`src/rtl/tmc4671_spi_slave.sv`:
```
// TMC4671 datagram SPI responder (mode 3, MSB first, 40-bit frames).
// Oversamples SCK/MOSI/nSCS on clk, decodes write strobes and read requests,
// and returns a status byte followed by read data on MISO.
module tmc4671_spi_slave #(
    parameter int SYNC_STAGES = 2,
    parameter int RD_LATENCY  = 2
) (
    input  logic        clk,
    input  logic        reset,
    input  logic        SCK,
    input  logic        MOSI,
    output logic        MISO,
    output logic        miso_oe,
    input  logic        nSCS,
    input  logic [7:0]  status,
    output logic        rd_req,
    output logic [6:0]  rd_addr,
    input  logic [31:0] rd_data,
    output logic        wr_valid,
    output logic [6:0]  wr_addr,
    output logic [31:0] wr_data,
    output logic        frame_err
);

    typedef enum logic [2:0] {
        WAIT_IDLE,
        IDLE,
        ADDR,
        DATA,
        DONE,
        ERR
    } state_t;

    state_t                 state;
    logic [SYNC_STAGES-1:0] sck_sync;
    logic [SYNC_STAGES-1:0] mosi_sync;
    logic [SYNC_STAGES-1:0] nscs_sync;
    logic                   sck_d;
    logic                   nscs_d;
    logic [39:0]            tx_shift;
    logic [39:0]            rx_shift;
    logic [5:0]             bit_cnt;
    logic [2:0]             lat_cnt;

    logic sck_s, mosi_s, nscs_s;
    logic sck_rise, sck_fall, nscs_rise, nscs_fall;

    assign sck_s     = sck_sync[SYNC_STAGES-1];
    assign mosi_s    = mosi_sync[SYNC_STAGES-1];
    assign nscs_s    = nscs_sync[SYNC_STAGES-1];
    assign sck_rise  = sck_s & ~sck_d;
    assign sck_fall  = ~sck_s & sck_d;
    assign nscs_rise = nscs_s & ~nscs_d;
    assign nscs_fall = ~nscs_s & nscs_d;

    // Pin synchronizers plus edge-detect registers. nSCS resets to the
    // asserted level so a chip select still low after reset is not seen as
    // a fresh frame start.
    always_ff @(posedge clk or negedge reset) begin
        if (!reset) begin
            sck_sync  <= '1;
            mosi_sync <= '0;
            nscs_sync <= '0;
            sck_d     <= 1'b1;
            nscs_d    <= 1'b0;
        end else begin
            sck_sync  <= {sck_sync[SYNC_STAGES-2:0], SCK};
            mosi_sync <= {mosi_sync[SYNC_STAGES-2:0], MOSI};
            nscs_sync <= {nscs_sync[SYNC_STAGES-2:0], nSCS};
            sck_d     <= sck_s;
            nscs_d    <= nscs_s;
        end
    end

    // Frame state machine with registered outputs and shift registers.
    always_ff @(posedge clk or negedge reset) begin
        if (!reset) begin
            state     <= WAIT_IDLE;
            MISO      <= 1'b0;
            miso_oe   <= 1'b0;
            rd_req    <= 1'b0;
            rd_addr   <= '0;
            wr_valid  <= 1'b0;
            wr_addr   <= '0;
            wr_data   <= '0;
            frame_err <= 1'b0;
            tx_shift  <= '0;
            rx_shift  <= '0;
            bit_cnt   <= '0;
            lat_cnt   <= '0;
        end else begin
            rd_req    <= 1'b0;
            wr_valid  <= 1'b0;
            frame_err <= 1'b0;
            if (lat_cnt != 3'd0)
                lat_cnt <= lat_cnt - 3'd1;

            case (state)
                WAIT_IDLE: begin
                    miso_oe <= 1'b0;
                    MISO    <= 1'b0;
                    if (nscs_s)
                        state <= IDLE;
                end
                IDLE: begin
                    if (nscs_fall) begin
                        tx_shift <= {status, 32'h0};
                        bit_cnt  <= '0;
                        lat_cnt  <= '0;
                        miso_oe  <= 1'b1;
                        MISO     <= 1'b0;
                        state    <= ADDR;
                    end
                end
                ADDR, DATA: begin
                    // nSCS rise takes priority over a coincident SCK rise.
                    if (nscs_rise) begin
                        frame_err <= 1'b1;
                        miso_oe   <= 1'b0;
                        MISO      <= 1'b0;
                        lat_cnt   <= '0;
                        state     <= ERR;
                    end else begin
                        if (sck_fall) begin
                            MISO     <= tx_shift[39];
                            tx_shift <= {tx_shift[38:0], 1'b0};
                        end
                        if (sck_rise) begin
                            rx_shift <= {rx_shift[38:0], mosi_s};
                            bit_cnt  <= bit_cnt + 6'd1;
                            if (state == ADDR && bit_cnt == 6'd7) begin
                                rd_req  <= 1'b1;
                                rd_addr <= {rx_shift[5:0], mosi_s};
                                lat_cnt <= 3'(RD_LATENCY);
                                state   <= DATA;
                            end else if (state == DATA && bit_cnt == 6'd39) begin
                                state <= DONE;
                            end
                        end
                    end
                end
                DONE: begin
                    if (nscs_rise) begin
                        if (rx_shift[39]) begin
                            wr_valid <= 1'b1;
                            wr_addr  <= rx_shift[38:32];
                            wr_data  <= rx_shift[31:0];
                        end
                        miso_oe <= 1'b0;
                        MISO    <= 1'b0;
                        state   <= IDLE;
                    end else if (sck_rise) begin
                        bit_cnt   <= 6'd41;
                        frame_err <= 1'b1;
                        state     <= ERR;
                    end
                end
                ERR: begin
                    if (nscs_s) begin
                        miso_oe <= 1'b0;
                        MISO    <= 1'b0;
                        state   <= IDLE;
                    end
                end
                default: state <= WAIT_IDLE;
            endcase

            // Read data lands in the payload bits once the latency expires,
            // after the status byte has been shifted out.
            if (state == DATA && lat_cnt == 3'd1)
                tx_shift[39:8] <= rd_data;
        end
    end

endmodule

```
`config.mk`:
```
export PLATFORM = sky130hd
export DESIGN_NAME = tmc4671_spi_slave
export DESIGN_NICKNAME = d
export VERILOG_FILES = /design/src/rtl/tmc4671_spi_slave.sv
export SDC_FILE = /design/constraint.sdc
export NUM_CORES = 1
export LEC_CHECK = 0
export ABC_AREA = 1
export CAP_MARGIN = 20
export CORE_MARGIN = 2
export CORE_UTILIZATION = 30
export CTS_BUF_LIST = sky130_fd_sc_hd__clkbuf_4
export DETAILED_ROUTE_END_ITERATION = 10
export SLEW_MARGIN = 15
export SYNTH_ARGS = -nofsm -noshare
export SYNTH_HDL_FRONTEND = slang
export SYNTH_SLANG_ARGS = --single-unit
```
`constraint.sdc`:
```
create_clock -name clk -period 1.9 [get_ports clk]
set_clock_uncertainty 0.05 [all_clocks]
set_input_delay 0.38 -clock clk [delete_from_list [all_inputs] [get_ports clk]]
set_output_delay 0.38 -clock clk [all_outputs]
set_load 0.01 [all_outputs]
```
==> summary.md, run 1 <==
| Metric | Value |
|---|---|
| DR vias | 4,981 |
| Critical-path top delay cell | dfrtp_1 |
| Hold Path Cell Cnt | 1 |
| Slew headroom | 77.6% |
| Commonest non-fill, non-tap cell in the layout | nand2_1 |
| Final worst slack | 0.179 ns |
| Layout cells sized above 1 | 8.51% |
| Antenna violations before repair | 0 |
| CP Cell Sequence | inv_1 > ha_1 > nand3_1 > buf_6 > nor2_2 > buf_12 > nand2_1 > nand3_1 > nand2_1 > o21ai_0 |
| Mapped Avg Cell Area | 8.41 µm² |
| Final Hold Viols | 0 |
| FP Rows | 53 |
| End point of the critical path | tx_shift[38] |
| Met3 wire length | 765 µm |
| Setup-failing EPs final | 0 |
| Synth unique cells | 31 |
| Final wirelength | 13,800 µm |
| Sequential area share after synthesis | 56.8% |
| Setup CP Type | reg -> reg |
| First-pass GRT wire length | 23,400 µm |
| Core ar. | 20,800 µm² |
| Syn_nets | 799 |
| Gr usage total | 13.1% |
| Yosys top cell area share | 55.5% |
| Drt first pass iters | 6 |
| Clock latency on the worst-skew pair | 0.52 ns |
| Most frequent cells in the layout | nand2_1 (306), dfrtp_1 (139), o21ai_0 (79), inv_1 (61), nand3_1 (54) |
| Hold WC Path Type | in -> reg |
| RSZ-0062 raised after global routing | false |
| Period Utilization, post-route | 90.6% |
| Number of H-tree levels | 4 |
| Reg clk slew, reported paths | 0.13 ns |
| Tmin final | 1.72 ns |
| Met2 routed WL | 6000 µm |
| Setup tns final | 0 ns |
| Synth-to-Final Area Change | 24.7% |
| Max VDD drop | 0.450 mV |
| Yosys reg bits | 143 |
| Worst EP required | 2.29 ns |
| Placer Congestion | 0.842 |
| Post-route ant nets | 0 |
| ANT cells | 0 |
| Pre-CTS setup slack | 0.0706 ns |
| Reg2reg path depth | 10 |
| Via density | 4.40 |
| Port bufs | 95 |
| Bufs on Longest Clock Path | 2 |
| Pins Over Slew Limit | 0 |
| Lkg Pwr | 4.04 nW |
| Max Freq | 581 MHz |
| Critical path's largest stage delay | 0.39 ns |
| Largest fanout on the critical path | 32 |
| Critical path origin | lat_cnt[1] |
| Chip height | 149 µm |
| Die X | 149 µm |
| Total die area | 22,200 µm² |
| Final HPWL DP | 9040 µm |
| IO Count | 96 |
| Outcome | finished clean |
| CTS tree | yes |
| Post-synth top area cell | dfrtp_1 |
| TritonCTS Buffers | 17 |
| Pwr/cell area | 1080 nW/µm² |
| Largest net degree at the start of global routing | 80 |
| RR Endpoint | tx_shift[38] |
| Drt wl/cell | 12.2 µm |
| Max cap viols | 0 |
| Clock root buffer | clkbuf_4 |
| Top post-synthesis cells by area | dfrtp_1 (56%), nand2_1 (18%), o21ai_0 (6.3%) |
| Initial drt markers | 329 |
| Post-synth ARST share | 100% |
| Arrival @ worst endpoint | 2.11 ns |
| Flop-to-flop setup slack | 0.18 ns |
| Dominant synthesized flop cell | dfrtp_1 |
| Clk sinks | 143 |
| Gr ovfl total | 0 |
| Cell count after synthesis | 750 |
| Wire length on met1 | 6950 µm |
| CP endpoint kind | register |
| Least-Margin Pin Slew | 0.336 ns |
| Initial Util | 30.3% |
| Max Used Layer | met4 |
| Vias in the first global route | 4,852 |
| Final #Nets | 894 |
| Post-Synthesis Cell Area | 6310 µm² |
| Yosys warns | 0 |
| Worst reg2reg startpoint | lat_cnt[1] |
| Drt drc | 0 |
| Critical Path Source Type | register |
| EDFF count, synth | 0 |
-- flip-flops by register name (all words and copies together) (netlist names), 3 cells and up --
| register | count |
|---|---|
| rx_shift | 40 |
| tx_shift | 32 |
| wr_data | 32 |
| rd_addr | 7 |
| wr_addr | 7 |
| bit_cnt | 6 |
| lat_cnt | 3 |
| state | 3 |
-- logic make-up (layout without fill, tap and decap cells) --
kind of cell	after synthesis	after routing	share of synthesized area (%)
xor gates and xnor gates	1	1	0.139
and+or+nand+nor	396	396	26.4
adders and majority gates	4	4	0.793
buffers and inverters	103	211	7.56
DFF	143	143	56.8
AOI/OAI and AO/OA	103	103	8.29
-- final cells by class --
| type | count | area (µm²) |
|---|---|---|
| Tap cell | 275 | 344 |
| Sequential cell | 143 | 3580 |
| Clock buffer | 17 | 128 |
| Fill cell | 2194 | 13000 |
| Inverter | 68 | 265 |
| Multi-Input combinational cell | 504 | 2260 |
| Clock inverter | 15 | 193 |
| Timing Repair Buffer | 111 | 1090 |
-- critical path: cells and delay by family (launching register included) --
family                     cells  cell delay, ns
DFF                            1            0.39
buffers and inverters          3            0.51
and+or+nand+nor                5            0.46
AOI/OAI and AO/OA              1            0.08
adders and majority gates      1            0.16
-- Yosys cell counts (all sizes together), types with 2 or more instances --
cell      n
a21oi     4
buf      26
clkbuf    9
dfrtp   140
dfstp     3
ha        4
inv      67
nand2   311
nand3    54
nand4     3
nor2     25
o21ai    96
or2       2
-- worst min-delay path by stage --
stage / end / startpoint
final: mosi_sync[0] / MOSI
after global routing: mosi_sync[0] / MOSI
after CTS: mosi_sync[0] / MOSI
after detailed placement: mosi_sync[0] / reset
after global placement: rd_addr[0] / reset
after floorplan: MISO / reset
-- through the flow --
step / area [µm²] / cells / util (%) / total power [mW] / hold WS [ns]
3_5_place_dp: 7580 / 1099 / 36.4 / 6.47 / 0.251
3_3_place_gp: 7580 / 1099 / 36.4 / 6.44 / 0.246
4_1_cts: 7860 / 1133 / 37.7 / 8.66 / 0.175
5_1_grt: 7870 / 1133 / 37.8 / 9.23 / 0.154
2_1_floorplan: 6310 / 750 / - / 5.74 / 0.0344
6_report: 7870 / 1133 / 37.8 / 8.54 / 0.232
-- layer usage --
| layer | GRT usage (%) | up-vias |
|---|---|---|
| met2 | 20.2 | 93 |
| met3 | 4.28 | 10 |
| li1 | - | 2546 |
| met4 | 3.29 | 0 |
| met1 | 17.8 | 2332 |
| met5 | 0 | - |
-- timing repair --
item / 4_1_cts / 5_1_grt
resized for setup: 50 / 4
hold buffers: 1 / 0
endpoints found under the hold margin: 61 / 0
setup buffers: 1 / 0
endpoints found under the setup margin: 50 / 39
-- where the power goes --
part | total [mW] | switching (mW) | internal, mW
Combinational | 2.67 | 1.76 | 0.907
Sequential | 3.69 | 0.268 | 3.42
Clock | 2.18 | 1.14 | 1.04
No activity file was read; power rests on OpenSTA's default activity.
==> inputs of run 2 (changes only) <==
--- a/config.mk
+++ b/config.mk
@@ -11,6 +11,7 @@
 export CORE_UTILIZATION = 30
 export CTS_BUF_LIST = sky130_fd_sc_hd__clkbuf_4
 export DETAILED_ROUTE_END_ITERATION = 10
+export PLACE_DENSITY = 0.59
 export SLEW_MARGIN = 15
 export SYNTH_ARGS = -nofsm -noshare
 export SYNTH_HDL_FRONTEND = slang
==> run 2 against run 1 <==
Effect of this change: sequential share of layout area rose by 0.058 points; worst setup slack improved by 0.0021 ns; sequential power barely moved; cell count rose by 0.53%; wire length rose by 1.9%; power fell by 3.7%; global-route usage rose by 0.30 points; non-clock buffer count rose by 6; core utilization barely moved; via count barely moved; largest cell class unchanged.
==> summary.md, run 2 (same netlist as run 1, synthesis figures left out) <==
| Metric | Value |
|---|---|
| Clk sinks | 143 (unchanged) |
| CP endpoint kind | register |
| Cell area after layout | 7860 µm² (-0.13%) |
| Clock root buffer | clkbuf_4 |
| FP Rows | 53 (unchanged) |
| Placer Congestion | 0.829 (-1.5%) |
| Number of H-tree levels | 4 (unchanged) |
| Period Utilization, post-route | 90.5% (-0.11 points) |
| Port bufs | 95 (unchanged) |
| Initial drt markers | 289 (-12%) |
| Die X | 149 µm (unchanged) |
| Synth-to-Final Area Change | 24.6% |
| Drt drc | 0 (unchanged) |
| Via density | 4.38 (-0.45%) |
| Commonest non-fill, non-tap cell in the layout | nand2_1 |
| CTS tree | yes |
| Largest net degree at the start of global routing | 80 (unchanged) |
| Max VDD drop | 0.597 mV (+33%) |
| Drt wl/cell | 12.4 µm (+1.4%) |
| Antenna violations before repair | 0 (unchanged) |
| Total die area | 22,200 µm² (unchanged) |
| Bufs on Longest Clock Path | 2 (unchanged) |
| Setup tns final | 0 ns (unchanged) |
| Max Freq | 582 MHz (+0.12%) |
| Setup-failing EPs final | 0 (unchanged) |
| Arrival @ worst endpoint | 2.12 ns (about the same) |
| Top reg by flops | rx_shift |
| TritonCTS Buffers | 17 (unchanged) |
| Hold WC Path Type | in -> reg |
| Lkg Pwr | 4.04 nW (about the same) |
| Worst EP required | 2.30 ns (about the same) |
| Reg clk slew, reported paths | 0.14 ns (about the same) |
| Pwr/cell area | 1050 nW/µm² (-3.5%) |
| IO Count | 96 (unchanged) |
| Chip height | 149 µm (unchanged) |
| Final Hold Viols | 0 (unchanged) |
| Most frequent cells in the layout | nand2_1 (306), dfrtp_1 (139), o21ai_0 (79), inv_1 (61), nand3_1 (54) |
| Biggest regs | rx_shift (40), tx_shift (32), wr_data (32) |
| Cells after DPL | 1,102 (+0.27%) |
| Pins Over Slew Limit | 0 (unchanged) |
| DR vias | 4,985 (+0.080%) |
| RSZ-0062 raised after global routing | false |
| Initial Util | 30.3% (unchanged) |
| ANT cells | 0 (unchanged) |
| Setup CP Type | reg -> reg |
| Final HPWL DP | 9370 µm (+3.7%) |
| Final Non-Filler Cells | 1,139 (+0.53%) |
| Post-route ant nets | 0 (unchanged) |
| Flip-flop and latch area | 3580 µm² (unchanged) |
| Gr usage total | 13.4% (+0.30 points) |
| Final wirelength | 14,100 µm (+1.9%) |
| DP Area | 7600 µm² (+0.30%) |
| First-pass GRT wire length | 23,600 µm (+1.1%) |
| Worst hold slack | 0.203 ns (-0.0293 ns) |
| Final #Nets | 900 (+0.67%) |
| Final worst slack | 0.181 ns (+0.00212 ns) |
| Max cap viols | 0 (unchanged) |
| Final core utilization | 37.7% (-0.048 points) |
| Multi-input gate area | 2260 µm² (-0.11%) |
| Vias in the first global route | 4,768 (-1.7%) |
| Max reg flops | 40 (unchanged) |
| Critical Path Source Type | register |
| Gr ovfl total | 0 (unchanged) |
| Layout cells sized above 1 | 9.26% (+0.75 points) |
| Least-Margin Pin Slew | 0.489 ns (+0.153 ns) |
| Drt first pass iters | 5 (-1) |
| Outcome | finished clean |
| Slew headroom | 67.4% (-10 points) |
| Pre-CTS setup slack | 0.107 ns (+0.0368 ns) |
| Clock latency on the worst-skew pair | 0.54 ns (+0.02 ns) |
| Largest fanout on the critical path | 7 (-78%) |
| Fill count | 2,183 (-0.50%) |
| Core ar. | 20,800 µm² (unchanged) |
| Tmin final | 1.72 ns (-0.00212 ns) |
| Total power | 8.22 mW (-3.7%) |
## run 2: cell types whose count changed in the layout (fill, tap and decap cells not counted), moves of 2 or more
cell / delta
buf_4: +7
inv_8: +2
inv_6: +4
clkinv_2: -2
clkinv_8: +2
clkinv_1: -2
bufinv_16: -4
## run 2: layout make-up
cell class,count,area share (%)
clock inverter,15,1.83
timing repair buffer,117,14.4
tap,275,4.38
clock buffer,17,1.62
inverter,68,3.38
sequential,143,45.6
multi-input combinational,504,28.7
## run 2: where the power goes
part	switching, mW	leakage, nW	internal, mW
clock network	1.31	0.140	0.579
logic	1.76	1.96	0.884
registers	0.273	1.94	3.42
total	3.34	4.04	4.88
## run 2: path summary, 6_finish.rpt
check                             from  slack (ns)      endpoint  cells after the start
max                           state[0]        0.18    bit_cnt[5]                      8
min                                SCK        0.20   sck_sync[0]                      1
max reg2reg                   state[0]        0.18    bit_cnt[5]                      8
min reg2reg                sck_sync[1]        0.31         sck_d                      0
max in group asynchronous        reset        0.89  tx_shift[36]                      3
min in group asynchronous        reset        0.29  rx_shift[27]                      2
## run 2: repair_timing
item | 4_1_cts | 5_1_grt
resized for setup | 50 | 2
setup endpoints to repair | 50 | 27
setup buffers | 4 | 0
hold endpoints to repair | 41 | 0
hold buffers | 1 | 0
## run 2: critical path: stages (launching register included)
cell and delay [ns]:
dfrtp_1 0.50, nor2_1 0.30, nand3_1 0.21, nand2_1 0.10
nand2_1 0.09, nor2_4 0.18, inv_2 0.09, nand2_1 0.06
nand2_1 0.05
## run 2: layer usage
metal	vias to the layer above	wire length (µm)	global-route usage, %	share of wire, %
met5	-	0	0	0
met4	0	193	4.10	1.4
met3	19	769	3.55	5.5
met2	117	6070	19.5	43
met1	2298	7060	19.4	50
li1	2551	-	-	-
==> inputs of run 3 (changes only) <==
--- a/config.mk
+++ b/config.mk
@@ -6,6 +6,7 @@
 export NUM_CORES = 1
 export LEC_CHECK = 0
 export ABC_AREA = 1
+export ABC_CLOCK_PERIOD_IN_PS = 1900
 export CAP_MARGIN = 20
 export CORE_MARGIN = 2
 export CORE_UTILIZATION = 30
==> results of run 3 <==
No change in the layout: final DEF, timing and power equal those of run 2.
